[src/rtl/sha1_block_core_if.sv]
// Block-level handshake between a SHA-1 message framer and the compression core.
// The core sits on the slave side; the framer drives the master side.
interface sha1_block_core_if;
   logic         init;
   logic         next;
   logic [511:0] block;
   logic         ready;
   logic [159:0] digest;
   logic         digest_valid;

   modport master (
      output init, next, block,
      input  ready, digest, digest_valid
   );

   modport slave (
      input  init, next, block,
      output ready, digest, digest_valid
   );
endinterface

[src/rtl/sha1_block_core.sv]
// SHA-1 compression of one pre-padded 512-bit block, one round per clock,
// accumulating the chaining value across init/next blocks.
module sha1_block_core (
   input  logic             clk,
   input  logic             reset_n,
   sha1_block_core_if.slave bus
);
   localparam logic [31:0] IV0 = 32'h67452301;
   localparam logic [31:0] IV1 = 32'hEFCDAB89;
   localparam logic [31:0] IV2 = 32'h98BADCFE;
   localparam logic [31:0] IV3 = 32'h10325476;
   localparam logic [31:0] IV4 = 32'hC3D2E1F0;

   typedef enum logic [1:0] {IDLE, ROUNDS, DONE} sha1_ctrl_t;

   sha1_ctrl_t        sha1_ctrl_reg, sha1_ctrl_new;
   logic [31:0]       H0_reg, H1_reg, H2_reg, H3_reg, H4_reg;
   logic [31:0]       a_reg, b_reg, c_reg, d_reg, e_reg;
   logic [31:0]       a_new, b_new, c_new, d_new, e_new;
   logic [6:0]        round_ctr_reg;
   logic [15:0][31:0] w_reg, w_load, w_shift;
   logic [31:0]       w;
   logic              digest_valid_reg;

   logic digest_init, digest_update, state_init, state_update;
   logic w_init, round_ctr_inc, round_ctr_rst, first_block, ready_flag;

   function automatic logic [31:0] rotl(input logic [31:0] x, input int unsigned n);
      rotl = (x << n) | (x >> (32 - n));
   endfunction

   // w_reg[i] holds W_{t+i}; block word 0 is the most significant 32 bits.
   always_comb begin
      w_load = '0;
      for (int i = 0; i < 16; i++)
         w_load[i] = bus.block[511 - 32*i -: 32];
   end

   always_comb begin
      w_shift = '0;
      for (int i = 0; i < 15; i++)
         w_shift[i] = w_reg[i+1];
      w_shift[15] = rotl(w_reg[13] ^ w_reg[8] ^ w_reg[2] ^ w_reg[0], 1);
   end

   always_comb begin : state_logic
      logic [31:0] f, k, t;
      f     = 32'h0;
      k     = 32'h0;
      w     = w_reg[0];
      a_new = a_reg;
      b_new = b_reg;
      c_new = c_reg;
      d_new = d_reg;
      e_new = e_reg;
      if (round_ctr_reg < 7'd20) begin
         f = (b_reg & c_reg) | (~b_reg & d_reg);
         k = 32'h5A827999;
      end else if (round_ctr_reg < 7'd40) begin
         f = b_reg ^ c_reg ^ d_reg;
         k = 32'h6ED9EBA1;
      end else if (round_ctr_reg < 7'd60) begin
         f = (b_reg & c_reg) | (b_reg & d_reg) | (c_reg & d_reg);
         k = 32'h8F1BBCDC;
      end else begin
         f = b_reg ^ c_reg ^ d_reg;
         k = 32'hCA62C1D6;
      end
      t = rotl(a_reg, 5) + f + e_reg + k + w;
      if (state_init) begin
         a_new = first_block ? IV0 : H0_reg;
         b_new = first_block ? IV1 : H1_reg;
         c_new = first_block ? IV2 : H2_reg;
         d_new = first_block ? IV3 : H3_reg;
         e_new = first_block ? IV4 : H4_reg;
      end else if (state_update) begin
         a_new = t;
         b_new = a_reg;
         c_new = rotl(b_reg, 30);
         d_new = c_reg;
         e_new = d_reg;
      end
   end

   always_comb begin : ctrl_logic
      sha1_ctrl_new = sha1_ctrl_reg;
      digest_init   = 1'b0;
      digest_update = 1'b0;
      state_init    = 1'b0;
      state_update  = 1'b0;
      w_init        = 1'b0;
      round_ctr_inc = 1'b0;
      round_ctr_rst = 1'b0;
      first_block   = 1'b0;
      ready_flag    = 1'b0;
      case (sha1_ctrl_reg)
         IDLE: begin
            ready_flag = 1'b1;
            if (bus.init || bus.next) begin
               first_block   = bus.init;
               digest_init   = bus.init;
               state_init    = 1'b1;
               w_init        = 1'b1;
               round_ctr_rst = 1'b1;
               sha1_ctrl_new = ROUNDS;
            end
         end
         ROUNDS: begin
            state_update  = 1'b1;
            round_ctr_inc = 1'b1;
            if (round_ctr_reg == 7'd79)
               sha1_ctrl_new = DONE;
         end
         DONE: begin
            digest_update = 1'b1;
            sha1_ctrl_new = IDLE;
         end
         default: sha1_ctrl_new = IDLE;
      endcase
   end

   always_ff @(posedge clk or negedge reset_n) begin
      if (!reset_n) begin
         sha1_ctrl_reg    <= IDLE;
         round_ctr_reg    <= 7'd0;
         digest_valid_reg <= 1'b0;
      end else begin
         sha1_ctrl_reg <= sha1_ctrl_new;
         if (round_ctr_rst)
            round_ctr_reg <= 7'd0;
         else if (round_ctr_inc)
            round_ctr_reg <= round_ctr_reg + 7'd1;
         if (state_init)
            digest_valid_reg <= 1'b0;
         else if (digest_update)
            digest_valid_reg <= 1'b1;
      end
   end

   always_ff @(posedge clk or negedge reset_n) begin
      if (!reset_n) begin
         a_reg <= '0; b_reg <= '0; c_reg <= '0; d_reg <= '0; e_reg <= '0;
         w_reg <= '0;
      end else begin
         a_reg <= a_new; b_reg <= b_new; c_reg <= c_new; d_reg <= d_new; e_reg <= e_new;
         if (w_init)
            w_reg <= w_load;
         else if (state_update)
            w_reg <= w_shift;
      end
   end

   always_ff @(posedge clk or negedge reset_n) begin
      if (!reset_n) begin
         H0_reg <= '0; H1_reg <= '0; H2_reg <= '0; H3_reg <= '0; H4_reg <= '0;
      end else if (digest_init) begin
         H0_reg <= IV0; H1_reg <= IV1; H2_reg <= IV2; H3_reg <= IV3; H4_reg <= IV4;
      end else if (digest_update) begin
         H0_reg <= H0_reg + a_reg;
         H1_reg <= H1_reg + b_reg;
         H2_reg <= H2_reg + c_reg;
         H3_reg <= H3_reg + d_reg;
         H4_reg <= H4_reg + e_reg;
      end
   end

   assign bus.ready        = ready_flag;
   assign bus.digest       = {H0_reg, H1_reg, H2_reg, H3_reg, H4_reg};
   assign bus.digest_valid = digest_valid_reg;
endmodule

[src/flat_wrapper.sv]
// flat-port wrapper written by rule: the top's interface ports become plain ports
module sha1_block_core_flat 
  (clk, reset_n, bus_init, bus_next, bus_block, bus_ready, bus_digest, bus_digest_valid);
  sha1_block_core_if bus_i ();
  input  logic clk;
  input  logic reset_n;
  input wire logic [$bits(bus_i.init)-1:0] bus_init;
  input wire logic [$bits(bus_i.next)-1:0] bus_next;
  input wire logic [$bits(bus_i.block)-1:0] bus_block;
  output wire logic [$bits(bus_i.ready)-1:0] bus_ready;
  output wire logic [$bits(bus_i.digest)-1:0] bus_digest;
  output wire logic [$bits(bus_i.digest_valid)-1:0] bus_digest_valid;
  assign bus_i.init = bus_init;
  assign bus_i.next = bus_next;
  assign bus_i.block = bus_block;
  assign bus_ready = bus_i.ready;
  assign bus_digest = bus_i.digest;
  assign bus_digest_valid = bus_i.digest_valid;
  sha1_block_core u_core (.clk(clk), .reset_n(reset_n), .bus(bus_i));
endmodule
[config.mk]
export PLATFORM = sky130hd
export DESIGN_NAME = sha1_block_core_flat
export DESIGN_NICKNAME = d
export VERILOG_FILES = /design/src/rtl/sha1_block_core_if.sv /design/src/rtl/sha1_block_core.sv /design/src/flat_wrapper.sv
export SDC_FILE = /design/constraint.sdc
export NUM_CORES = 2
export LEC_CHECK = 0
export ABC_CLOCK_PERIOD_IN_PS = 14800
export BUFFER_PORTS_ARGS = -buffer_cell sky130_fd_sc_hd__buf_2
export CAP_MARGIN = 20
export CELL_PAD_IN_SITES_DETAIL_PLACEMENT = 0
export CELL_PAD_IN_SITES_GLOBAL_PLACEMENT = 1
export CORE_ASPECT_RATIO = 2
export CORE_MARGIN = 1.5
export CORE_UTILIZATION = 48
export CTS_CLUSTER_SIZE = 24
export DETAILED_ROUTE_END_ITERATION = 16
export PLACE_DENSITY = 0.86
export RECOVER_POWER = 100
export SETUP_SLACK_MARGIN = 0.2
export SYNTH_ARGS = -nofsm -noshare
export SYNTH_HDL_FRONTEND = slang
export SYNTH_SLANG_ARGS = --single-unit
[constraint.sdc]
create_clock -name clk -period 14.8 [get_ports clk]
set_input_delay 2.96 -clock clk [delete_from_list [all_inputs] [get_ports clk]]
set_output_delay 2.96 -clock clk [all_outputs]
set_load 0.02 [all_outputs]
# Word level (Yosys, flattened, before mapping)
# Cells that the tools add are included.
# Widths: inputs -> output; s select.
# totals
ff_bits	842
out_inout_bits	162
# op_classes
n_reduce_logical	6
magnitude_cmp	3
add_sub_neg	10
eq_ne	5
n_mux	47
bitwise_logic	16
# op_table
op	count
$mux 512	2
$mux 32	30
$add 32x32->32	9
$xor 32x32->32	5
$and 32x32->32	4
$or 32x32->32	3
$not 32->32	1
$or 32x1->32	1
$or 32x30->32	1
$or 32x5->32	1
$mux 31	1
$lt 7x6->1 const B	2
$mux 7	2
$mux 1	9
$add 7x1->7 const B	1
$eq 7x7->1 const B	1
$lt 7x5->1 const B	1
$reduce_bool 2->1	3
$mux 2	2
$ne 2x1->1 const B	2
$pmux 2 s2	1
$eq 2x1->1 const B	1
$eq 2x2->1 const B	1
$logic_not 2->1	1
other kinds (2)	2

# Logic depth before layout (Yosys ltp)
# logic_depth
depth_word	12
ltp_mapped	27
mapped_depth_nobuf	25

# Worst setup path before layout
# No wires, ideal clock.
# synth_path
path_type	register to register
start	reg u_core.round_ctr_reg[2]
end	reg u_core.a_reg[31]
t_arrival_ns	5.915
setup_ns	0.094
required_ns	14.706
stages_incl_launch_ff	27
path_slack_ns	8.791
path_cell_list	dfrtp_1 > clkbuf_1 > a41oi_1 > nand2_1 > inv_2 > nor2_2 > inv_2 > clkbuf_1 > o221ai_1 > fa_1 > inv_1 > fa_1 > inv_1 > fa_1 > inv_1 > ha_1 > a21o_1 > a31oi_1 > o221ai_1 > a21o_1 > a21oi_2 > and4_4 > o31ai_2 > a2111o_1 > a31oi_1 > xnor2_1 > a221oi_2
# synth_between
elab_chain_len	10
elab_cells_between_ends	15
classes_between	4 x add/sub; 3 x order compare; 8 x mux
# synth_rtl
item	line_no	text
start: declaration	sha1_block_core.sv:20	logic [6:0] round_ctr_reg;
start signal: assignment	sha1_block_core.sv:132	round_ctr_reg <= round_ctr_reg + 7'd1;
$lt 7x6->1	sha1_block_core.sv:62	end else if (round_ctr_reg < 7'd60) begin
$mux 32	sha1_block_core.sv:62	
$mux 32	sha1_block_core.sv:59	end else if (round_ctr_reg < 7'd40) begin
$mux 32	sha1_block_core.sv:56	if (round_ctr_reg < 7'd20) begin
$add 32x32->32 (2 in series)	sha1_block_core.sv:69	t = rotl(a_reg, 5) + f + e_reg + k + w;
$add 32x32->32 * (2 in series)	sha1_block_core.sv:69	
$mux 32 *	sha1_block_core.sv:76	end else if (state_update) begin
$mux 32 *	sha1_block_core.sv:70	if (state_init) begin
end signal: assignment	sha1_block_core.sv:145	a_reg <= a_new; b_reg <= b_new; c_reg <= c_new; d_reg <= d_new; e_reg <= e_new;
end: declaration	sha1_block_core.sv:18	logic [31:0] a_reg, b_reg, c_reg, d_reg, e_reg;
# Every way passes the cells marked *; elsewhere a longest branch is shown, timed or not. The select of a mux whose other input is x is not followed.
# A chain may end at the register's enable or synchronous reset.

# Worst setup path in the final report
# layout_path
start	in bus_init
end	reg u_core.a_reg[7]
# layout_between
elab_chain_len	5
elab_cells_between_ends	8
classes_between	6 x mux; 2 x reduce/logical
# layout_rtl
item	line_no	text
start: declaration	flat_wrapper.sv:7	input wire logic [$bits(bus_i.init)-1:0] bus_init;
$logic_or 1x1->1	sha1_block_core.sv:99	if (bus.init || bus.next) begin
$mux 1	sha1_block_core.sv:99	
$mux 1	sha1_block_core.sv:96	case (sha1_ctrl_reg)
$mux 32	sha1_block_core.sv:71	a_new = first_block ? IV0 : H0_reg;
$mux 32	sha1_block_core.sv:70	
# Several ways; a longest one is shown, not always the timed one.

==> impl_metrics.json <==
{
  "cp_slowest_cell": "clkbuf_1",
  "crit_top_cell": "clkbuf_1",
  "fin_total_pwr_mw": 14.5,
  "nNetsFinal": 6651,
  "synth-xor-area-share_pct": 4.70,
  "dieArea_mm2": 0.103,
  "cts_buffers": 81,
  "synthSimpleGateAreaFrac_pct": 15.9,
  "violations": "capacitance limit, slew limit",
  "start_util_pct": 48.4,
  "pwr_density_cell_mw_per_mm2": 263,
  "synth_top_area_share_pct": 43.7,
  "finalSetupTns_ns": 0,
  "synth_cells": 5321,
  "async_reset_ff_share_pct": 100,
  "critPathRequiredTime_ns": 15.41,
  "cts_buffer_depth": 3,
  "final_antenna_net_count": 0,
  "critPathBufInv": 3,
  "yosysMostFrequentCell": "nand2_1",
  "cts_tree": "yes",
  "synth_edf_count": 0,
  "ir_drop_mv": 0.327,
  "hold_viol": 0,
  "syn_avg_cell_area_um2": 9.06,
  "synth_top_flop_cell": "dfrtp_1",
  "maxCapViolCount": 16,
  "routed_wl_um": 212000,
  "grt_pass1_wl_um": 300000,
  "first_pass_iters": 6,
  "cts_root_buffer": "clkbuf_16",
  "antenna_found_initial": 96,
  "synthAdderAreaFrac_pct": 10.2,
  "core_area_mm2": 0.0997,
  "io_buffers": 677,
  "core.rowCount": 164,
  "syn_nets": 6157,
  "fill_cells": 9535,
  "gr-usage-all-layers_pct": 41.1,
  "critPathArrivalTime_ns": 11.60,
  "yosysTopAreaCell": "dfrtp_1",
  "wl_per_cell_um": 29.2,
  "cts_num_sinks": 842,
  "final_max_slew_viol_count": 1017,
  "postCtsHoldBufs": 0,
  "clock_latency_ns": 0.71,
  "cp_cell_sequence": "clkbuf_1 -> o21a_1 -> nor2_4 -> clkbuf_1 -> buf_12 -> a22oi_1 -> o21ai_0",
  "hpwlAfterDp_um": 160000,
  "min_period_over_period_pct": 74.2,
  "grt-ovfl-total": 0,
  "via_count": 44300,
  "synth_cell_type_count": 82,
  "cts.repair.resized": 0,
  "worst-setup-path-type": "primary input to flip-flop",
  "htreeDepth": 3,
  "start_kind": "primary input",
  "dieWidth_um": 227,
  "synth_top_family_by_area": "compound AO/OA/AOI/OAI gates",
  "synth_compound_area_share_pct": 20.6,
  "drc_errors": 0,
  "finClkSkew_ns": 0.0332,
  "setup_viol": 0,
  "die_y_um": 451,
  "postCtsSetupRepairBufs": 0,
  "fmax_ghz": 0.0910,
  "ys_ff_latch": 842,
  "endpoint_kind": "flip-flop",
  "cp_max_fo": 196,
  "min_period_ns": 10.98,
  "mappedNetlistArea_mm2": 0.0482,
  "routabilityCongestion": 1.04,
  "slew_headroom_pct": -498,
  "drt_first_iter_violations": 4361,
  "cpLargestDelayFamily": "buffers and inverters",
  "via_per_inst": 6.10,
  "ys_seq_area_share_pct": 43.7,
  "synth_common_cells": "1385 x nand2_1, 842 x dfrtp_1, 494 x a22oi_1, 299 x clkbuf_1, 224 x inv_1",
  "hp-class": "flip-flop to flip-flop",
  "ys.warnings.count": 0,
  "ios": 678,
  "drive_gt1_share_pct": 12.1,
  "synthTopCellsByArea": "dfrtp_1 44%, nand2_1 11%, a22oi_1 7.7%",
  "tightest_slew_ns": 8.98,
  "status": "finished, violations left",
  "largest_reg_flops": 512,
  "muxShareOfSynthArea_pct": 0.768,
  "grt_start_max_net_pins": 220,
  "first_global_vias": 43200,
  "grt_setup_unrepaired": "no",
  "clkTransAtPathRegs_ns": 0.06,
  "max_stage_delay_ns": 6.23,
  "power_leakage_nw": 25.9,
  "syn_to_final_growth_pct": 14.5
}
==> final cells by class <==
class | instances | area (µm²) | share of cell area, %
diodes | 52 | 130 | 0.236
flip-flops and latches | 842 | 21100 | 38.2
well taps | 1328 | 1660 | 3.01
clock inverters | 27 | 429 | 0.777
multi-input cells | 3939 | 25200 | 45.5
clock buffers | 116 | 2340 | 4.23
inverters | 226 | 848 | 1.54
repair buffers | 725 | 3590 | 6.50
==> path summary, 6_finish.rpt <==
check                                   startpoint                 to  slack, ns  depth (start not counted)
min in group asynchronous                  reset_n  u_core.w_reg[100]       4.65                          1
hold reg to reg                  u_core.w_reg[124]  u_core.w_reg[124]       0.48                          2
setup / recovery                          bus_init    u_core.a_reg[7]       3.82                          7
max in group asynchronous                  reset_n  u_core.w_reg[249]       5.00                          3
setup reg to reg           u_core.round_ctr_reg[5]   u_core.a_reg[31]       4.77                         24
hold / removal                   u_core.w_reg[124]  u_core.w_reg[124]       0.48                          2
==> report_power, final <==
group          switching [mW]  leakage [nW]  internal, mW
Clock                   0.992          1.36          1.26
Combinational            5.22          15.5          3.65
Sequential              0.773          9.07          2.62
Total                    6.99          25.9          7.53
==> cell usage in the layout (no fill, tap or decap), types with 195 or more instances in the layout <==
cell      count
dfrtp_1     842
clkbuf_1    195
a21oi_1     205
inv_1       226
ha_1        201
nand2_1    1384
nor2_1      214
buf_2       513
a22oi_1     494
o21ai_0     215
==> worst register-to-register path, delay by kind of cell (launching register included) <==
| family | cells | cell delay (ns) |
|---|---|---|
| AOI/OAI and AO/OA | 11 | 2.70 |
| buffers and inverters | 5 | 2.69 |
| and+or+nand+nor | 3 | 2.00 |
| adders and majority gates | 4 | 1.83 |
| DFF | 1 | 0.48 |
| xor gates and xnor gates | 1 | 0.16 |
==> metrics by stage <==
stage                     cell area, µm²  util [%]  setup WS, ns  hold WS, ns  instances
after floorplan                    48200         -          8.79        0.447       5321
after global placement             52600      52.8          7.32        0.457       7060
after detailed placement           52600      52.8          7.26        0.463       7060
after CTS                          55400      55.6          7.22        0.479       7203
after global routing               55100      55.3          3.46        0.487       7224
final                              55200      55.4          3.82        0.476       7255
==> cells by family after synthesis <==
| family | Yosys count |
|---|---|
| xor gates and xnor gates | 259 |
| buffers and inverters | 540 |
| adders and majority gates | 320 |
| and+or+nand+nor | 1887 |
| DFF | 842 |
| AOI/OAI and AO/OA | 1436 |
| muxes | 37 |
==> per-layer routing <==
metal | GRT usage (%) | routed length, µm
met4 | 36.7 | 23100
met2 | 67.7 | 101000
met5 | 0 | 519
met3 | 11.2 | 18100
met1 | 42.4 | 68600
Note: power is estimated with default switching activity, not from simulation.
